<file path="config.mk">
export PLATFORM = sky130hd
export DESIGN_NAME = console_port_arbiter_flat
export DESIGN_NICKNAME = d
export VERILOG_FILES = /design/src/rtl/console_port_if.sv /design/src/rtl/console_port_arbiter.sv /design/src/flat_wrapper.sv
export SDC_FILE = /design/constraint.sdc
export NUM_CORES = 1
export LEC_CHECK = 0
export ABC_AREA = 1
export ABC_CLOCK_PERIOD_IN_PS = 3300
export BUFFER_PORTS_ARGS = -buffer_cell sky130_fd_sc_hd__buf_2
export CAP_MARGIN = 40
export CORE_MARGIN = 8
export CORE_UTILIZATION = 35
export CTS_BUF_LIST = sky130_fd_sc_hd__clkbuf_8
export CTS_CLUSTER_SIZE = 14
export DETAILED_ROUTE_END_ITERATION = 10
export GPL_TIMING_DRIVEN = 0
export PLACE_DENSITY = 0.7
export SYNTH_ARGS = -nofsm -noshare
export SYNTH_HDL_FRONTEND = slang
export SYNTH_SLANG_ARGS = --single-unit
</file>
<file path="constraint.sdc">
create_clock -name clk -period 3.3 [get_ports clk]
set_clock_uncertainty 0.15 [all_clocks]
set_input_delay 0.66 -clock clk [delete_from_list [all_inputs] [get_ports clk]]
set_output_delay 0.66 -clock clk [all_outputs]
set_load 0.01 [all_outputs]
</file>
<file path="src/rtl/console_port_if.sv">
// console_port_if: requester, exit-code and console/exit pin bundle for console_port_arbiter.
interface console_port_if #(parameter int REQ_CNT = 4);
   logic [REQ_CNT-1:0]   req_valid;
   logic [8*REQ_CNT-1:0] req_data;
   logic [REQ_CNT-1:0]   req_lock;
   logic [REQ_CNT-1:0]   req_ready;
   logic                 exit_valid;
   logic [7:0]           exit_code;
   logic                 exit_ready;
   logic [7:0]           port_data;
   logic                 port_update;
   logic [7:0]           exit_data;
   logic                 exit_update;
   logic                 busy;
   logic                 terminated;
   modport master (
      output req_valid, req_data, req_lock, exit_valid, exit_code,
      input  req_ready, exit_ready, port_data, port_update, exit_data, exit_update, busy, terminated
   );
   modport slave (
      input  req_valid, req_data, req_lock, exit_valid, exit_code,
      output req_ready, exit_ready, port_data, port_update, exit_data, exit_update, busy, terminated
   );
endinterface

</file>
<file path="src/rtl/console_port_arbiter.sv">
// console_port_arbiter: round-robin sharing of a strobed console byte port with message
// locking, plus a one-shot exit-code port that terminates the arbiter.
module console_port_arbiter #(
   parameter int REQ_CNT     = 4,
   parameter int STROBE_HIGH = 2,
   parameter int STROBE_LOW  = 2
) (
   input logic           clk,
   input logic           rst,
   console_port_if.slave bus
);
   localparam int CW = $clog2((STROBE_HIGH > STROBE_LOW ? STROBE_HIGH : STROBE_LOW) + 1);
   localparam int PW = $clog2(REQ_CNT);
   localparam logic [CW-1:0] HI_LOAD = CW'(STROBE_HIGH - 1);
   // the final low cycle is spent in IDLE, so STROBE_LO itself lasts STROBE_LOW-1 cycles
   localparam logic [CW-1:0] LO_LOAD = CW'(STROBE_LOW > 1 ? STROBE_LOW - 2 : 0);
   typedef enum logic [1:0] {IDLE, STROBE_HI, STROBE_LO, TERMINATED} state_t;
   state_t             r_state, w_state_next;
   logic [CW-1:0]      r_cnt, w_cnt_next;
   logic [PW-1:0]      r_rr_ptr, r_owner, w_sel, w_gnt;
   logic               r_locked, r_is_exit;
   logic               w_any, w_exit_acc, w_req_acc, w_hi_done;
   logic [REQ_CNT-1:0] w_ready;
   logic [7:0]         r_port_data, r_exit_data;
   logic               r_port_update, r_exit_update;
   // downward scan so the valid requester nearest above rr_ptr is the last one written
   always_comb begin
      w_sel = '0;
      w_any = 1'b0;
      for (int k = REQ_CNT - 1; k >= 0; k--)
         if (bus.req_valid[(int'(r_rr_ptr) + k) % REQ_CNT]) begin
            w_sel = PW'((int'(r_rr_ptr) + k) % REQ_CNT);
            w_any = 1'b1;
         end
   end
   assign w_gnt = r_locked ? r_owner : w_sel;
   always_comb begin
      w_ready    = '0;
      w_exit_acc = (r_state == IDLE) && bus.exit_valid;
      if (r_state == IDLE && !bus.exit_valid)
         w_ready[w_gnt] = r_locked ? bus.req_valid[r_owner] : w_any;
   end
   assign w_req_acc = |w_ready;
   assign w_hi_done = (r_state == STROBE_HI) && (r_cnt == '0);
   always_comb begin
      w_state_next = r_state;
      w_cnt_next   = r_cnt;
      case (r_state)
         IDLE: begin
            w_state_next = (w_exit_acc || w_req_acc) ? STROBE_HI : IDLE;
            w_cnt_next   = (w_exit_acc || w_req_acc) ? HI_LOAD : r_cnt;
         end
         STROBE_HI: begin
            w_state_next = !w_hi_done ? STROBE_HI : r_is_exit ? TERMINATED : (STROBE_LOW > 1) ? STROBE_LO : IDLE;
            w_cnt_next   = w_hi_done ? LO_LOAD : r_cnt - 1'b1;
         end
         STROBE_LO: begin
            w_state_next = (r_cnt == '0) ? IDLE : STROBE_LO;
            w_cnt_next   = (r_cnt == '0) ? r_cnt : r_cnt - 1'b1;
         end
         default: w_state_next = TERMINATED;
      endcase
   end
   always_ff @(posedge clk or posedge rst)
      if (rst) begin
         r_state       <= IDLE;
         r_cnt         <= '0;
         r_rr_ptr      <= '0;
         r_owner       <= '0;
         r_locked      <= 1'b0;
         r_is_exit     <= 1'b0;
         r_port_data   <= '0;
         r_port_update <= 1'b0;
         r_exit_data   <= '0;
         r_exit_update <= 1'b0;
      end else begin
         r_state <= w_state_next;
         r_cnt   <= w_cnt_next;
         if (w_req_acc) begin
            r_port_data   <= bus.req_data[8*w_gnt +: 8];
            r_port_update <= 1'b1;
            r_rr_ptr      <= (w_gnt == PW'(REQ_CNT - 1)) ? '0 : w_gnt + 1'b1;
            r_owner       <= w_gnt;
            r_locked      <= bus.req_lock[w_gnt];
         end
         if (w_exit_acc) begin
            r_exit_data   <= bus.exit_code;
            r_exit_update <= 1'b1;
            r_is_exit     <= 1'b1;
         end
         if (w_hi_done) begin
            r_port_update <= 1'b0;
            r_exit_update <= 1'b0;
         end
      end
   assign bus.req_ready   = w_ready;
   assign bus.exit_ready  = w_exit_acc;
   assign bus.port_data   = r_port_data;
   assign bus.port_update = r_port_update;
   assign bus.exit_data   = r_exit_data;
   assign bus.exit_update = r_exit_update;
   assign bus.busy        = r_state != IDLE;
   assign bus.terminated  = r_state == TERMINATED;
endmodule

</file>
<file path="src/flat_wrapper.sv">
// flat-port wrapper written by rule: the top's interface ports become plain ports
module console_port_arbiter_flat 
#(
   parameter int REQ_CNT     = 4,
   parameter int STROBE_HIGH = 2,
   parameter int STROBE_LOW  = 2
)
  (clk, rst, bus_req_valid, bus_req_data, bus_req_lock, bus_exit_valid, bus_exit_code, bus_req_ready, bus_exit_ready, bus_port_data, bus_port_update, bus_exit_data, bus_exit_update, bus_busy, bus_terminated);
  console_port_if #(.REQ_CNT(REQ_CNT)) bus_i ();
  input logic clk;
  input logic rst;
  input wire logic [$bits(bus_i.req_valid)-1:0] bus_req_valid;
  input wire logic [$bits(bus_i.req_data)-1:0] bus_req_data;
  input wire logic [$bits(bus_i.req_lock)-1:0] bus_req_lock;
  input wire logic [$bits(bus_i.exit_valid)-1:0] bus_exit_valid;
  input wire logic [$bits(bus_i.exit_code)-1:0] bus_exit_code;
  output wire logic [$bits(bus_i.req_ready)-1:0] bus_req_ready;
  output wire logic [$bits(bus_i.exit_ready)-1:0] bus_exit_ready;
  output wire logic [$bits(bus_i.port_data)-1:0] bus_port_data;
  output wire logic [$bits(bus_i.port_update)-1:0] bus_port_update;
  output wire logic [$bits(bus_i.exit_data)-1:0] bus_exit_data;
  output wire logic [$bits(bus_i.exit_update)-1:0] bus_exit_update;
  output wire logic [$bits(bus_i.busy)-1:0] bus_busy;
  output wire logic [$bits(bus_i.terminated)-1:0] bus_terminated;
  assign bus_i.req_valid = bus_req_valid;
  assign bus_i.req_data = bus_req_data;
  assign bus_i.req_lock = bus_req_lock;
  assign bus_i.exit_valid = bus_exit_valid;
  assign bus_i.exit_code = bus_exit_code;
  assign bus_req_ready = bus_i.req_ready;
  assign bus_exit_ready = bus_i.exit_ready;
  assign bus_port_data = bus_i.port_data;
  assign bus_port_update = bus_i.port_update;
  assign bus_exit_data = bus_i.exit_data;
  assign bus_exit_update = bus_i.exit_update;
  assign bus_busy = bus_i.busy;
  assign bus_terminated = bus_i.terminated;
  console_port_arbiter #(.REQ_CNT(REQ_CNT), .STROBE_HIGH(STROBE_HIGH), .STROBE_LOW(STROBE_LOW)) u_core (.clk(clk), .rst(rst), .bus(bus_i));
endmodule
</file>
==> results by group, run 1 <==
Outcome
  – Status: complete, no violations

Timing
  – Tcrit/Tclk final: 95.0%
  – Crit path time final: 3.14 ns
  – Final worst slack: 0.165 ns
  – Maximum clock frequency: 319 MHz
  – RSZ-0062 raised after global routing: false
  – Max-slew violations: 0
  – Rel. slew slack: 64.3%
  – Setup TNS Final: 0 ns
  – Final setup violation count: 0
  – Tightest Pin Transition: 0.535 ns
  – Final hold violation count: 0

Power and ir drop
  – Tot Pwr: 0.00259 W
  – P per Cell Area: 1010 nW/um^2
  – VDD IR max: 0.413 mV
  – LEAKAGE: 1.62 nW

Placement
  – Post-DP HPWL: 4400 um
  – Area of placed instances: 2510 sq um
  – GPL Wtd Cong: 0.819
  – Placement Setup Slack: 0.131 ns
  – PortBufs: 75

Floorplan
  – Row count: 27
  – I/O Pins: 76
  – Die Y: 91.9 um
  – Die X: 91.9 um
  – Initial Utilization: 36.4%
  – CORE AREA: 5540 sq um
  – Die area: 8450 sq um

Synthesis
  – Synth Area in Compound Gates: 4.65%
  – Syn Std Cell Area: 2020 sq um
  – Synthesis-stage register bit count: 28
  – Cell taking the most area after synthesis: dfrtp_1
  – Post-synth top flop: dfrtp_1
  – Synth top area share: 34.7%
  – Yosys cell types: 26
  – Largest family of logic cells by synthesized area: simple AND/OR/NAND/NOR gates
  – Syn avg cell area: 6.40 sq um
  – Ranking of synthesized cells by area: dfrtp_1, nand2_1, nand3_1, inv_1, ha_1
  – EDFF count, synth: 0
  – Asr flop ratio synth: 100%
  – Xor/xnor share of the synthesized area: 0%
  – Post-synthesis sequential area ratio: 34.7%
  – Synth Instances: 315
  – Syn Nets: 372
  – Synth Warn #: 0
  – Post-synthesis mux area share: 0%
  – Post-synthesis simple-gate area fraction: 42.2%
  – Post-Synth Adder-Cell Area: 3.72%

Route
  – Average wire per standard cell: 11.5 um
  – DRT iter0 DRCs: 52
  – WL final: 5380 um
  – DR vias/cell: 4.56
  – Vias post-DR: 2,134
  – Initial DRT Pass Iterations: 4
  – Drt drc: 0
  – ANT nets after route: 0

GRT
  – First-pass GRT wire length: 9360 um
  – Initial antenna violation count: 0
  – GR Util All Layers: 12.9%
  – Gr ovfl total: 0
  – Vias in the first global route: 2,167
  – Largest net degree at the start of global routing: 18

Critical path
  – CP Capture Type: primary output
  – CP max FO: 10
  – Critical Path RT: 2.49 ns
  – Critical path class: reg2out
  – Crit path DAT: 2.33 ns
  – Worst r2r src: u_core.r_rr_ptr[0]
  – Worst setup SP type: flip-flop
  – Worst Setup SP: u_core.r_rr_ptr[0]

Clock tree
  – Num CTS Buffers: 3
  – CTS tree: built
  – H-tree Lvls: 1
  – Max clock buf depth: 2
  – Clk_lat worst skew: 0.27 ns
  – Root buf cell: clkbuf_8
  – Clk slew on worst S/H paths: 0.09 ns
  – CTS Sinks: 28
  – Hold-fix buffers, CTS: 0

Finish
  – Post-route cell area: 2570 sq um
  – Filler instances: 592
  – Synth-to-layout area growth: 27.2%
  – ANT cells: 0
  – Proportion of layout cells with a drive suffix above 1: 26.5%
  – Nets: 455

Min path
  – Hold Crit Class: in2async

Job
  – Max_cap viols: 0
-- synthesized netlist by cell type (2+ instances only) --
cell	instances
a21oi_1	3
buf_2	6
buf_6	2
clkbuf_1	2
dfrtp_1	28
ha_1	6
inv_1	58
inv_2	3
nand2_1	114
nand2_2	4
nand3_1	54
nand3_2	2
nand4_1	2
nor2_1	10
o21ai_0	9
o21ai_1	2
-- cells in the final DEF (no fill, tap or decap), types with 3 or more instances in the layout --
cell type | Yosys | routed
o21ai_0 | 9 | 9
inv_2 | 3 | 4
nand3_1 | 54 | 54
nor2_1 | 10 | 10
nand2_1 | 114 | 114
dfrtp_1 | 28 | 28
ha_1 | 6 | 6
clkbuf_8 | 0 | 3
a21oi_1 | 3 | 3
buf_2 | 6 | 81
nand2_2 | 4 | 4
buf_4 | 1 | 3
inv_1 | 58 | 57
-- final timing paths --
kind	to	slack, ns	depth (start not counted)
min reg2reg	u_core.r_is_exit	0.32	1
min	u_core.bus.exit_data[2]	0.27	2
max in group asynchronous	asynchronous set/reset pin	2.27	3
max	bus_req_ready[3]	0.16	15
min in group clk	u_core.r_is_exit	0.32	1
max reg2reg	u_core.bus.port_data[5]	0.54	19
-- power by group --
part	internal (W)	leakage, nW	switching (W)
logic	0.000693	1.25	0.00111
registers	0.000503	0.344	0.000100
clock network	0.0000818	0.0216	0.0000980
-- layer usage --
metal  vias to the layer above  GRT usage, %  part of all wire (%)
li1                       1132             -                     -
met1                       948          16.4                    46
met2                        52          22.3                    48
met3                         2          2.69                   5.1
met4                         0          1.74                  0.11
met5                         -             0                     0
-- worst max-delay path, stage by stage, from the launching register on --
cell,delay [ns]
dfrtp_1,0.40
buf_4,0.18
o21ai_2,0.18
nand2_1,0.10
nand3_2,0.11
nand2_2,0.05
nand2_2,0.07
nand3_4,0.09
nand2_4,0.07
buf_6,0.14
buf_6,0.14
inv_2,0.05
ha_1,0.18
nand2_1,0.10
inv_1,0.04
buf_2,0.13
-- flip-flops by register name, summed over array words and instances, names as in the netlist, named ones only --
register                cells
u_core.r_cnt                2
u_core.r_rr_ptr             2
u_core.r_state              1
u_core.r_owner              2
u_core.bus.exit_update      1
u_core.bus.port_update      1
u_core.r_is_exit            1
u_core.r_locked             1
u_core.bus.port_data        8
u_core.bus.exit_data        8
-- cells by family (layout without fill, tap and decap cells) --
| kind of cell | after synthesis | in the layout |
|---|---|---|
| AO/OA/AOI/OAI | 17 | 17 |
| buffers and inverters | 72 | 153 |
| adder cells (fa/ha/maj) | 6 | 6 |
| AND/OR/NAND/NOR | 192 | 192 |
| flip-flops | 28 | 28 |
-- metrics by stage --
step                      util (%)  hold WS [ns]  instances
after floorplan                  -         0.284        315
after global placement        44.8         0.296        462
after detailed placement      45.3         0.300        463
after CTS                     46.0         0.275        466
after global routing          46.3         0.301        468
final                         46.3         0.266        468
-- area by class of cell --
cell class                 count  area (sq um)  area share (%)
buffer                        11          67.6            2.63
multi-input combinational    215          1020            39.7
inverter                      61           229            8.92
tap                           72          90.1            3.51
clock buffer                   3          41.3            1.61
sequential                    28           701            27.3
timing repair buffer          78           418            16.3
-- what timing repair did --
action / in CTS / in global routing
setup endpoints to repair: 0 / 1
buffers inserted: 0 / 2
gates resized for setup: 0 / 1
No activity file was read; power rests on OpenSTA's default activity.
==> inputs of run 2 (changes only) <==
RECOVER_POWER = 50   (was not set)
==> run 2 against run 1 <==
  * Design area shrank 1.5%
  * Count of clock-buffer cells in the layout unchanged
  * Fmax hardly changed
==> results by group, run 2 (synthesis gave the netlist of run 1 again) <==
Critical path
  – WP depth: 15
  – Worst Setup SP: u_core.r_rr_ptr[0]
  – Crit path DAT: 2.33 ns
  – CP max FO: 10
  – Critical Path RT: 2.49 ns
  – Worst path max stage delay: 0.40 ns
  – Reg-to-Reg End: u_core.bus.port_data[5]
  – R2R setup slack: 0.54 ns
  – Worst r2r src: u_core.r_rr_ptr[0]
  – CP Capture Type: primary output
  – Worst Setup EP: bus_req_ready[3]
  – Crit path cell chain: buf_4 > o21ai_2 > nand2_1 > nand3_2 > nand2_2 > nand2_2 > nand3_4 > nand2_4 > buf_6 > buf_6 > inv_2 > ha_1 > nand2_1 > inv_1 > buf_2
  – WP buf/inv: 6
  – R2R cell count: 19
  – CP max stage cell: dfrtp_1
  – Critical path class: reg2out
  – Worst setup SP type: flip-flop
  – Cell class contributing the biggest share of worst-path delay: buffers and inverters

Timing
  – Tcrit/Tclk final: 95.0%
  – RSZ-0062 raised after global routing: false
  – Tightest Pin Transition: 0.967 ns
  – Rel. slew slack: 35.5%
  – Final worst slack: 0.165 ns
  – Crit path time final: 3.14 ns
  – Final hold violation count: 0
  – Final setup violation count: 0
  – Setup TNS Final: 0 ns
  – Final hold slack: 0.226 ns
  – Maximum clock frequency: 319 MHz
  – Max-slew violations: 0

Power and ir drop
  – Switch Pwr: 0.00131 W
  – Internal: 0.00126 W
  – P per Cell Area: 1020 nW/um^2
  – Flop pwr share: 23.5%
  – Net Sw Frac: 51.1%
  – LEAKAGE: 1.57 nW
  – VDD IR max: 0.397 mV
  – Power share of the combinational group: 69.5%
  – Clock Power Share: 6.9%

Finish
  – ANT cells: 0
  – Final core occ: 45.6%
  – Commonest non-fill, non-tap cell in the layout: nand2_1
  – Most frequent cells in the layout: nand2_1, buf_2, inv_1, nand3_1, dfrtp_1
  – Filler instances: 605
  – Proportion of layout cells with a drive suffix above 1: 23.5%
  – Nets: 455
  – Post-route cell area: 2530 sq um
  – Synth-to-layout area growth: 25.4%

Placement
  – Post-DP HPWL: 4400 um
  – Placement Setup Slack: 0.131 ns
  – GPL Wtd Cong: 0.819
  – Area of placed instances: 2510 sq um
  – PortBufs: 75

Route
  – ANT nets after route: 0
  – Vias post-DR: 2,136
  – Drt drc: 0
  – Average wire per standard cell: 11.5 um
  – DR vias/cell: 4.56
  – Initial DRT Pass Iterations: 4
  – DRT iter0 DRCs: 52
  – WL final: 5380 um

Floorplan
  – Initial Utilization: 36.4%
  – I/O Pins: 76
  – Die X: 91.9 um
  – Die Y: 91.9 um
  – Die area: 8450 sq um
  – CORE AREA: 5540 sq um
  – Row count: 27

Clock tree
  – Max clock buf depth: 2
  – Num CTS Buffers: 3
  – CTS Sinks: 28
  – Clk slew on worst S/H paths: 0.09 ns
  – Root buf cell: clkbuf_8
  – Hold-fix buffers, CTS: 0
  – CTS tree: built
  – Clk_lat worst skew: 0.27 ns
  – H-tree Lvls: 1

Outcome
  – Status: complete, no violations

GRT
  – Initial antenna violation count: 0
  – Vias in the first global route: 2,167
  – Gr ovfl total: 0
  – First-pass GRT wire length: 9360 um
  – Largest net degree at the start of global routing: 18
  – GR Util All Layers: 12.9%

Job
  – Max_cap viols: 0

Min path
  – Hold Crit Class: in2async
[run 2: changes by cell type in the layout (fill, tap and decap cells not counted), sizes merged]
cell,before,now
buf,87,75
clkbuf,5,17
[run 2: how the worst min path moves through the flow]
stage                                    endpoint             start  slack [ns]  cells past startpoint
final                     u_core.bus.exit_data[2]               rst        0.23                      2
after CTS                 u_core.bus.exit_data[2]               rst        0.27                      2
after global routing      u_core.bus.exit_data[2]               rst        0.26                      2
after floorplan                  u_core.r_is_exit  u_core.r_is_exit        0.28                      1
after global placement           u_core.r_is_exit  u_core.r_is_exit        0.30                      1
after detailed placement         u_core.r_is_exit  u_core.r_is_exit        0.30                      1
[run 2: area by class of cell]
| class | instances | area [sq um] | share of cell area, % |
|---|---|---|---|
| buffer | 11 | 67.6 | 2.67 |
| clock buffer | 3 | 41.3 | 1.63 |
| inverter | 61 | 229 | 9.05 |
| multi-input combinational | 215 | 1020 | 40.3 |
| sequential | 28 | 701 | 27.7 |
| tap | 72 | 90.1 | 3.56 |
| timing repair buffer | 78 | 380 | 15.0 |
[run 2: power groups by stage]
stage                     clock network [W]  logic [W]  registers, W
after floorplan                           0    0.00127      0.000644
after global placement                    0    0.00174      0.000604
after detailed placement                  0    0.00177      0.000608
after CTS                          0.000187    0.00178      0.000602
after global routing               0.000199    0.00206      0.000631
final                              0.000178    0.00179      0.000604
[run 2: through the flow]
stage	std cells	power (W)
after floorplan	315	0.00191
after global placement	462	0.00234
after detailed placement	463	0.00238
after CTS	466	0.00257
after global routing	468	0.00289
final	468	0.00257
[run 2: layer usage]
metal | up-vias | part of all wire (%) | track usage [%]
met5 | - | 0 | 0
met4 | 0 | 0.11 | 1.74
met3 | 2 | 4.9 | 2.69
met2 | 48 | 48 | 22.3
met1 | 953 | 47 | 16.4
li1 | 1133 | - | -
[run 2: repair_timing]
action / 4_1_cts / 5_1_grt
hold endpoints to repair: 0 / 0
gates resized for setup: 0 / 1
setup endpoints to repair: 0 / 1
setup buffers: 0 / 2
